### config.mk
export PLATFORM = sky130hd
export DESIGN_NAME = sr_cmd_seq
export DESIGN_NICKNAME = d
export VERILOG_FILES = /design/src/rtl/sr_cmd_seq.sv
export SDC_FILE = /design/constraint.sdc
export NUM_CORES = 1
export LEC_CHECK = 0
export CORE_ASPECT_RATIO = 0.5
export CORE_MARGIN = 2
export CORE_UTILIZATION = 40
export CTS_BUF_LIST = sky130_fd_sc_hd__clkbuf_16
export DETAILED_ROUTE_END_ITERATION = 6
export PLACE_DENSITY = 0.63
export SLEW_MARGIN = 20
export SYNTH_ARGS = -nofsm -noshare
export SYNTH_HDL_FRONTEND = slang
export SYNTH_SLANG_ARGS = --single-unit
### constraint.sdc
create_clock -name clk -period 5.32 [get_ports clk]
set_input_delay 0.532 -clock clk [delete_from_list [all_inputs] [get_ports clk]]
set_output_delay 0.532 -clock clk [all_outputs]
set_load 0.01 [all_outputs]
### src/rtl/sr_cmd_seq.sv
// sr_cmd_seq: issues fixed-width, non-overlapping set/reset pulses to a
// downstream SR flip-flop. It has a one-deep pending slot for requests that
// arrive while busy, a saturating count of dropped requests, and a sticky
// check of the Q feedback against the expected state.
module sr_cmd_seq #(
  parameter int PULSE_LEN = 2,
  parameter int GAP_LEN   = 1,
  parameter bit SET_WINS  = 1'b0
) (
  input  logic       clk,
  input  logic       rst_n,
  input  logic       set_req,
  input  logic       clr_req,
  input  logic       q,
  output logic       s,
  output logic       r,
  output logic       busy,
  output logic       exp_q,
  output logic       mismatch,
  output logic [7:0] drop_cnt
);

  typedef enum logic [1:0] {IDLE, PULSE, GAP} state_t;

  localparam logic [3:0] PLEN_M1 = 4'(PULSE_LEN - 1);
  localparam logic [3:0] GLEN_M1 = 4'(GAP_LEN - 1);

  state_t     state_q, state_d;
  logic [3:0] cnt_q, cnt_d;
  logic       cmd_set_q, cmd_set_d;   // polarity of the command in flight
  logic       pend_vld_q, pend_vld_d;
  logic       pend_set_q, pend_set_d;
  logic       s_q, s_d, r_q, r_d;
  logic       exp_q_q, exp_q_d;
  logic       armed_q, armed_d;
  logic       mism_q, mism_d;
  logic [7:0] drop_q, drop_d;

  logic       req_any, req_set, req_both;
  logic       start, start_set;
  logic [1:0] n_drop;
  logic [8:0] drop_sum;

  // Next-state, pending slot, drop accounting and registered drive levels
  always_comb begin
    state_d    = state_q;
    cnt_d      = cnt_q;
    cmd_set_d  = cmd_set_q;
    pend_vld_d = pend_vld_q;
    pend_set_d = pend_set_q;
    exp_q_d    = exp_q_q;
    armed_d    = armed_q;
    mism_d     = mism_q;
    start      = 1'b0;
    start_set  = 1'b0;

    req_any  = set_req | clr_req;
    req_both = set_req & clr_req;
    req_set  = set_req & (SET_WINS | ~clr_req);
    // a simultaneous request always loses one of the pair
    n_drop   = {1'b0, req_both};

    case (state_q)
      IDLE: begin
        // an older pending request takes priority; the new one queues behind it
        if (pend_vld_q) begin
          start      = 1'b1;
          start_set  = pend_set_q;
          pend_vld_d = req_any;
          pend_set_d = req_set;
        end else if (req_any) begin
          start     = 1'b1;
          start_set = req_set;
        end
        if (armed_q && (q != exp_q_q)) mism_d = 1'b1;
      end
      PULSE: begin
        if (cnt_q == 4'd0) begin
          exp_q_d = cmd_set_q;
          armed_d = 1'b1;
          if (GAP_LEN == 0) begin
            state_d = IDLE;
          end else begin
            state_d = GAP;
            cnt_d   = GLEN_M1;
          end
        end else begin
          cnt_d = cnt_q - 4'd1;
        end
      end
      GAP: begin
        if (cnt_q == 4'd0) state_d = IDLE;
        else               cnt_d   = cnt_q - 4'd1;
      end
      default: state_d = IDLE;
    endcase

    // while busy the newest request owns the slot; an occupant is dropped
    if (state_q != IDLE && req_any) begin
      if (pend_vld_q) n_drop = n_drop + 2'd1;
      pend_vld_d = 1'b1;
      pend_set_d = req_set;
    end

    if (start) begin
      state_d   = PULSE;
      cnt_d     = PLEN_M1;
      cmd_set_d = start_set;
    end

    // both drives derive from one polarity bit, so they can never overlap
    s_d = (state_d == PULSE) &  cmd_set_d;
    r_d = (state_d == PULSE) & ~cmd_set_d;

    drop_sum = {1'b0, drop_q} + {7'd0, n_drop};
    drop_d   = drop_sum[8] ? 8'hFF : drop_sum[7:0];
  end

  // State register; reset clears everything, including a pulse in progress
  always_ff @(posedge clk or negedge rst_n) begin
    if (!rst_n) begin
      state_q    <= IDLE;
      cnt_q      <= 4'd0;
      cmd_set_q  <= 1'b0;
      pend_vld_q <= 1'b0;
      pend_set_q <= 1'b0;
      s_q        <= 1'b0;
      r_q        <= 1'b0;
      exp_q_q    <= 1'b0;
      armed_q    <= 1'b0;
      mism_q     <= 1'b0;
      drop_q     <= 8'd0;
    end else begin
      state_q    <= state_d;
      cnt_q      <= cnt_d;
      cmd_set_q  <= cmd_set_d;
      pend_vld_q <= pend_vld_d;
      pend_set_q <= pend_set_d;
      s_q        <= s_d;
      r_q        <= r_d;
      exp_q_q    <= exp_q_d;
      armed_q    <= armed_d;
      mism_q     <= mism_d;
      drop_q     <= drop_d;
    end
  end

  assign s        = s_q;
  assign r        = r_q;
  assign busy     = (state_q != IDLE);
  assign exp_q    = exp_q_q;
  assign mismatch = mism_q;
  assign drop_cnt = drop_q;

endmodule

==> results of run 1 <==
## cell usage in the layout, fill, tap and decap left out, types with 2 or more instances in the layout
| master | synthesis | routed |
|---|---|---|
| nor3b_1 | 2 | 2 |
| nand3_1 | 8 | 8 |
| a21oi_1 | 4 | 4 |
| o21ai_0 | 9 | 9 |
| ha_1 | 5 | 5 |
| inv_1 | 9 | 9 |
| nand2_1 | 9 | 9 |
| xor2_1 | 3 | 3 |
| dfrtp_1 | 22 | 22 |
| nand2b_1 | 3 | 3 |
| clkbuf_16 | 0 | 3 |
| or3_1 | 5 | 5 |
| mux2_2 | 3 | 3 |
| clkinv_1 | 1 | 2 |
| clkdlybuf4s50_1 | 0 | 16 |
| o21a_1 | 5 | 5 |
## metal layers
layer	up-vias	share of wire	wire length (um)	global-route usage
met5	-	0	0	0
met4	0	0.0056	12	0.0305
met3	2	0.032	69	0.0447
met2	16	0.46	990	0.228
met1	416	0.50	1060	0.198
li1	449	-	-	-
## path summary, 6_finish.rpt
path	start	to	slack [ns]	cells after the start
setup / recovery	set_req	drop_cnt[6]$_DFF_PN0_	2.42	10
min in group clk	mismatch$_DFFE_PN0P_	mismatch$_DFFE_PN0P_	0.47	1
hold / removal	rst_n	drop_cnt[2]$_DFF_PN0_	0.24	1
setup reg to reg	state_q[1]$_DFF_PN0_	drop_cnt[6]$_DFF_PN0_	2.59	9
hold reg to reg	mismatch$_DFFE_PN0P_	mismatch$_DFFE_PN0P_	0.47	1
max in group asynchronous	rst_n	mismatch$_DFFE_PN0P_	4.75	1
## registers in the layout (all words and copies together), names as in the netlist
name,cells
state_q,2
pend_vld_q,1
cnt_q,4
drop_cnt,8
armed_q,1
mismatch,1
cmd_set_q,1
r,1
pend_set_q,1
s,1
exp_q,1
## logic make-up (layout without fill, tap and decap cells)
logic type      count (synthesis)  count (layout)  synth area share
simple gates                   39              39             0.198
compound gates                 27              27             0.144
flops                          22              22             0.459
buf+inv                        12              31            0.0500
fa+ha+maj                       7               7            0.0772
xor+xnor                        4               4            0.0355
mux                             4               4            0.0365
## Yosys cell counts, drive strengths merged (2+ instances only)
library cell | instances | area, um^2
dfrtp | 22 | 551
o21ai | 10 | 50.0
nand2 | 9 | 33.8
xor2 | 3 | 26.3
ha | 5 | 62.6
o21a | 5 | 37.5
nand3 | 8 | 40.0
nand2b | 3 | 18.8
or3 | 5 | 31.3
a21oi | 4 | 20.0
buf | 2 | 22.5
nor2 | 2 | 23.8
mux2 | 3 | 33.8
nor3b | 3 | 27.5
inv | 9 | 33.8
## power groups by stage
stage | Sequential, W | Clock (W) | Combinational [W]
2_1_floorplan | 0.000307 | 0 | 0.000281
5_1_grt | 0.000334 | 0.000169 | 0.000446
6_report | 0.000322 | 0.000157 | 0.000398
4_1_cts | 0.000322 | 0.000161 | 0.000404
3_3_place_gp | 0.000323 | 0 | 0.000398
3_5_place_dp | 0.000324 | 0 | 0.000400
## stage by stage
stage	power, W	instance area, um^2	hold slack (ns)	setup slack, ns
3_5_place_dp	0.000724	1390	0.458	2.17
6_report	0.000877	1470	0.239	2.42
4_1_cts	0.000887	1470	0.473	2.41
3_3_place_gp	0.000721	1390	0.455	2.23
5_1_grt	0.000949	1470	0.287	2.28
2_1_floorplan	0.000588	1200	0.236	2.85
## cell type report
class / count / share of cell area
multi-input cells: 81 / 0.402
flip-flops and latches: 22 / 0.375
repair buffers: 17 / 0.113
clock buffers: 3 / 0.0512
well taps: 37 / 0.0315
inverters: 10 / 0.0256
clock inverters: 1 / 0.00256
==> metrics.txt, run 1 <==
vias in the first global route=869; Post-synth ARST share=1.00; first-pass detailed-route iteration total=4; Final setup viols=0; max-slew violations=0; Slowest Stage Delay on Critical Path=0.49 ns; Slew @ Worst Pin=0.513 ns; Yosys warning total=0; IO Pins=18; Critical-path top delay cell=clkdlybuf4s50_1; grt ovf=0; cts bufs inserted=3; RSZ-0062 raised after global routing=no; via count=883; register area=551 um^2; Inst Count DP=167; via/cell ratio=5.16; Seq/Total Area, Yosys=0.459; Post-DP HPWL=1520 um; diode count=0; Slew HR=0.658; Setup TNS Final=0 ns; fin crit period=2.90 ns; Max VDD drop=0.339 mV; Synth Area per Inst=10.4 um^2; worst-path cell chain=clkdlybuf4s50_1 > and2_1 > ha_1 > mux2i_1 > o21ai_0 > ha_1 > inv_1 > fa_1 > nor3b_1 > mux2_2; core area=0.00272 mm^2; #FFs+latches synth=22; Worst path top cell family by delay=adder cells; NumNets Final=146; layout cell share with drive strength beyond 1=0.0896; Flop pwr share=0.367; Max-cap violations=0; DRC violations left=0; final core occ=0.540; initial drt markers=45; number of buffers added on ports=17; clock slew at reported path FFs=0.05 ns; clock power share=0.179; fin crit share=0.545; Chip Width=just over 80 um; Die Footprint=0.00348 mm^2; Starting Density=0.442; final wirelength=about 2100 um; Critical path buffers and inverters=2; synthesized area=0.00120 mm^2; CP Max Fanout=6; Site Rows=13; switching share of power=0.377; first-pass GRT wire length=3800 um; synth unique cells=40; crit end category=register; Clock Latency Late Sink=0.25 ns; Setup Buffers After CTS=0; Finished Layout Cells=~170; Synth Instances=115; Routability Congestion=0.704; Final Hold Viols=0; run status=complete, no violations; internal power=~0.00055 W; H-tree Lvls=1; WL/cell=12.5 um; footprint of the multi-input gates=589 um^2; CP dominant cell by count=ha_1; Post-synth EDFFs=0; largest net degree at the start of global routing=23; clk_skew=0.00408 ns; clock sinks=22; CTS max path bufs=2; Worst EP arrival=3.04 ns; dominant synthesized flop cell=dfrtp_1; pwr/cell area=598 mW/mm^2; Die Y=42.7 um; Hold Buf Count CTS=0; Syn Nets=roughly 130; Psw=between 0.0003 and 0.0004 W; Global Route Usage Sum=0.145; Hold Crit Class=input pin to asynchronous set/reset pin; CP required=5.46 ns; leakage=approximately 0.63 nW; WS Path Type=input pin to register; CTS tree=built; Area Growth Syn to Fin=22.3%; fillers=251; Critical Path Start Type=input pin; initial antenna violation count=0; combinational share of power=0.454; Root Buffer=clkbuf_16; Final ANT Viol Nets=0; post-CTS sizing=0; Max Clk Rate=345 MHz
(Power assumes the default switching activity.)
==> run 2, diff against run 1 <==
PLACE_DENSITY = 0.65   (was 0.63)
clock period = 2.5 ns   (was 5.32 ns; I/O delays follow)
==> run 2 against run 1 <==
  * Total power is 120% higher
  * Die area stayed put
  * Clock skew is 0.0019 ns lower
  * Critical path depth stayed put
  * Hold slack better by 0.099 ns
  * Critical path type unchanged
  * Largest power group unchanged
==> metrics.txt, run 2 (synthesis gave the netlist of run 1 again) <==
commonest non-fill, non-tap cell in the layout=dfrtp_1; Final setup viols=0; worst r2r src=state_q[0]$_DFF_PN0_; Global Route Usage Sum=0.142; Site Rows=13; vias in the first global route=893; Inst Count DP=approximately 180; Max VDD drop=about 0.78 mV; final wirelength=2130 um; crit end category=register; Flop pwr share=0.330; Starting Density=0.442; Post-DP HPWL=1620 um; Finished Layout Cells=between 150 and 200; Slew HR=0.748; clock sinks=22; setup ws final=0.117 ns; WL/cell=11.8 um; max-slew violations=0; Routability Congestion=0.749; Die Y=42.7 um; internal power=0.00122 W; run status=complete, no violations; Slew @ Worst Pin=0.376 ns; Hold Crit Class=input pin to asynchronous set/reset pin; footprint of the multi-input gates=around 590 um^2; Root Buffer=clkbuf_16; grt ovf=0; clock power share=0.172; via/cell ratio=~5.1; Final ANT Viol Nets=0; switching share of power=0.368; CTS tree=built; Max-cap violations=0; core area=0.00272 mm^2; total power=about 0.0019 W; Worst EP arrival=2.52 ns; Psw=0.000711 W; number of buffers added on ports=17; RSZ-0062 raised after global routing=no; fin crit share=0.953; cts bufs inserted=3; Final Hold Viols=0; Critical Path Start Type=input pin; pwr/cell area=1250 mW/mm^2; leakage=between 0.6 and 0.7 nW; R2R depth=9; crit path from=set_req; first-pass detailed-route iteration total=4; FF-to-FF setup slack=0.22 ns; clock slew at reported path FFs=0.06 ns; clk_skew=0.00221 ns; Clock Latency Late Sink=about 0.25 ns; DRC violations left=0; CP Max Fanout=4; fillers=239; register area=551 um^2; IO Pins=18; combinational share of power=0.498; CP Capture Point=drop_cnt[6]$_DFF_PN0_; initial antenna violation count=0; Chip Width=between 80 and 90 um; Die Footprint=0.00348 mm^2; H-tree Lvls=1; WS Path Type=input pin to register; fin crit period=about 2.4 ns; Hold Buf Count CTS=0; via count=between 900 and 1,000; layout cell share with drive strength beyond 1=0.147; CTS max path bufs=2; Reg-to-Reg End=drop_cnt[6]$_DFF_PN0_; Area Growth Syn to Fin=28.6%; most frequent cells in the layout=22 x dfrtp_1, 17 x clkdlybuf4s50_1; Max Clk Rate=420 MHz; largest net degree at the start of global routing=23; initial drt markers=39; NumNets Final=155; Setup WS pre-CTS=-0.214 ns; diode count=0; first-pass GRT wire length=3800 um; CP required=2.64 ns; max reg flops=8
==> run 2: cell types whose count changed in the layout (fill, tap and decap cells not counted) <==
cell,change
buf_2,-1
buf_4,+9
clkdlybuf4s50_1,+1
fa_1,-1
fa_2,+1
==> run 2: through the flow <==
stage	instance area, um^2	TNS (ns)	hold slack [ns]	utilization
final	1540	0	0.338	0.568
after global routing	1540	0	0.374	0.568
after CTS	1540	0	0.353	0.567
after detailed placement	1460	-1.15	0.453	0.538
after global placement	1460	-0.894	0.450	0.538
after floorplan	1200	0	-0.0456	-
==> run 2: what timing repair did <==
action,CTS,global route
setup buffers,0,0
setup endpoints to repair,0,4
gates resized for setup,0,1
==> run 2: power by group through the flow <==
stage,Sequential [W],Clock (W),Combinational [W]
6_report,0.000637,0.000331,0.000962
5_1_grt,0.000660,0.000360,0.00107
4_1_cts,0.000639,0.000339,0.000972
3_5_place_dp,0.000644,0,0.000960
3_3_place_gp,0.000640,0,0.000952
2_1_floorplan,0.000654,0,0.000597
==> run 2: per-layer routing <==
metal	track usage	share of wire	vias to the layer above
met5	0	0	-
met4	0.0305	0.0061	0
met3	0.0447	0.026	2
met2	0.231	0.47	8
met1	0.188	0.50	449
li1	-	-	467
==> run 2: final cells by class <==
class | instances | share of cell area
inverter | 10 | 0.0243
timing repair buffer | 26 | 0.154
clock buffer | 3 | 0.0487
multi-input combinational | 81 | 0.384
tap | 37 | 0.0300
sequential | 22 | 0.357
clock inverter | 1 | 0.00243
==> run 2: critical path, cell delays in order <==
cell             delay (ns)
clkdlybuf4s50_1        0.41
and2_1                 0.16
ha_1                   0.28
mux2i_1                0.07
o21ai_0                0.16
ha_1                   0.19
inv_1                  0.06
fa_2                   0.36
nor3b_1                0.23
mux2_2                 0.35
==> run 2: worst min path at each step <==
stage | cells after the start | to
6_report | 2 | drop_cnt[0]$_DFF_PN0_
3_5_place_dp | 1 | mismatch$_DFFE_PN0P_
5_1_grt | 2 | drop_cnt[0]$_DFF_PN0_
2_1_floorplan | 0 | armed_q$_DFFE_PN0P_
4_1_cts | 2 | drop_cnt[0]$_DFF_PN0_
3_3_place_gp | 1 | mismatch$_DFFE_PN0P_
==> run 3, diff against run 2 <==
ABC_CLOCK_PERIOD_IN_PS = 2500   (was default)
CORE_MARGIN = 4   (was 2)
SLEW_MARGIN = 25   (was 20)
==> run 3 against run 2 <==
  * Critical endpoint unchanged
  * Clock skew barely moved
  * Cell area rose by 0.49%
  * Die area rose by 15%
  * Largest cell class unchanged
  * Routed wire length rose by 5.0%
  * Sequential power barely moved
  * Utilization fell by 0.063 points
==> metrics.txt, run 3 (synthesis gave the netlist of run 1 again) <==
Critical-path top delay cell=clkdlybuf4s50_1; grt ovf=0; Post-DP HPWL=about 1700 um; most frequent cells in the layout=22 x dfrtp_1, 17 x clkdlybuf4s50_1, 9 x inv_1, 9 x nand2_1, 9 x buf_4; Finished Layout Cells=between 150 and 200; fin crit share=0.934; via count=about 920; clock sinks=22; Final Hold Viols=0; Inst Count DP=176; CP required=approximately 2.6 ns; Chip Width=between 80 and 90 um; NumNets Final=~160; DRC violations left=0; largest net degree at the start of global routing=23; commonest non-fill, non-tap cell in the layout=dfrtp_1; clk_skew=0.00227 ns; max reg flops=8; Clock Latency Late Sink=0.25 ns; switching share of power=0.369; Final setup viols=0; final core occ=0.567; Final ANT Viol Nets=0; initial antenna violation count=0; Area Growth Syn to Fin=29.2%; combinational share of power=0.499; Die Y=46.7 um; Critical path buffers and inverters=2; Critical Path Start Type=input pin; Psw=0.000714 W; Root Buffer=clkbuf_16; first-pass GRT wire length=4050 um; run status=complete, no violations; via/cell ratio=5.09; Hold Crit Class=input pin to asynchronous set/reset pin; WL/cell=12.4 um; final wirelength=2230 um; R2R depth=9; initial drt markers=19; Slew HR=0.759; worst-path cell chain=clkdlybuf4s50_1 > and2_1 > ha_1 > mux2i_1 > o21ai_1 > ha_2 > inv_1 > fa_2 > nor3b_2 > mux2_2; H-tree Lvls=1; Starting Density=0.439; crit path from=set_req; CTS max path bufs=2; Max-cap violations=0; clock slew at reported path FFs=approximately 0.06 ns; placed cell areas=roughly 0.0015 mm^2; Global Route Usage Sum=0.133; Max VDD drop=0.570 mV; Worst path top cell family by delay=adder cells; Site Rows=13; clock power share=0.170; Slowest Stage Delay on Critical Path=0.41 ns; core area=approximately 0.0027 mm^2; worst r2r src=state_q[0]$_DFF_PN0_; design area=about 0.0016 mm^2; CTS tree=built; number of buffers added on ports=17; pwr/cell area=1250 mW/mm^2; Die Footprint=0.00399 mm^2; Flop pwr share=0.330; Routability Congestion=approximately 0.73; crit end category=register; cts bufs inserted=3; Hold Buf Count CTS=0; WHS=0.346 ns; leakage=slightly below 0.7 nW; max-slew violations=0; WS Path Type=input pin to register; RSZ-0062 raised after global routing=no; Max Clk Rate=~430 MHz; vias in the first global route=between 800 and 900; fin crit period=2.34 ns; IO Pins=18; diode count=0; CP Max Fanout=4; first-pass detailed-route iteration total=4; internal power=0.00122 W; WP depth=10; Worst EP arrival=2.47 ns; Slew @ Worst Pin=0.359 ns; layout cell share with drive strength beyond 1=0.161
## run 3: changes by cell type in the layout (fill, tap and decap cells not counted)
| cell | before | now |
|---|---|---|
| ha_1 | 5 | 4 |
| ha_2 | 0 | 1 |
| nor3b_1 | 2 | 1 |
| nor3b_2 | 1 | 2 |
| o21ai_0 | 9 | 8 |
| o21ai_1 | 1 | 2 |
## run 3: cell type report
type | count | area [um^2]
clock buffer | 3 | 75.1
clock inverter | 1 | 3.75
fill | 243 | 1180
inverter | 10 | 37.5
multi-input combinational | 81 | 599
sequential | 22 | 551
tap | 37 | 46.3
timing repair buffer | 26 | 238
## run 3: power by group through the flow
stage	sequential, W	clock, W	combinational, W
3_3_place_gp	0.000642	0	0.000952
4_1_cts	0.000642	0.000342	0.000968
2_1_floorplan	0.000654	0	0.000597
6_report	0.000640	0.000329	0.000966
5_1_grt	0.000665	0.000362	0.00110
3_5_place_dp	0.000646	0	0.000960
## run 3: what timing repair did
item / CTS / global route
resized for setup: 0 / 4
endpoints found under the setup margin: 0 / 7
buffers inserted: 0 / 0
## run 3: worst paths after layout
check,to,slack [ns]
hold / removal,drop_cnt[1]$_DFF_PN0_,0.35
hold reg to reg,mismatch$_DFFE_PN0P_,0.47
setup / recovery,drop_cnt[6]$_DFF_PN0_,0.16
min in group clk,mismatch$_DFFE_PN0P_,0.47
max in group asynchronous,r$_DFF_PN0_,1.92
setup reg to reg,drop_cnt[6]$_DFF_PN0_,0.28
## run 3: metal layers
metal	global-route usage	routed length [um]
met1	0.171	1070
met2	0.219	1100
met3	0.0438	59
met4	0.0473	0
met5	0	0
## run 3: through the flow
step / worst slack, ns / setup TNS (ns) / total power, W
6_report: 0.165 / 0 / 0.00194
5_1_grt: 0.00151 / 0 / 0.00212
4_1_cts: 0.0581 / 0 / 0.00195
3_5_place_dp: -0.221 / -1.21 / 0.00161
3_3_place_gp: -0.177 / -0.863 / 0.00159
2_1_floorplan: 0.0383 / 0 / 0.00125
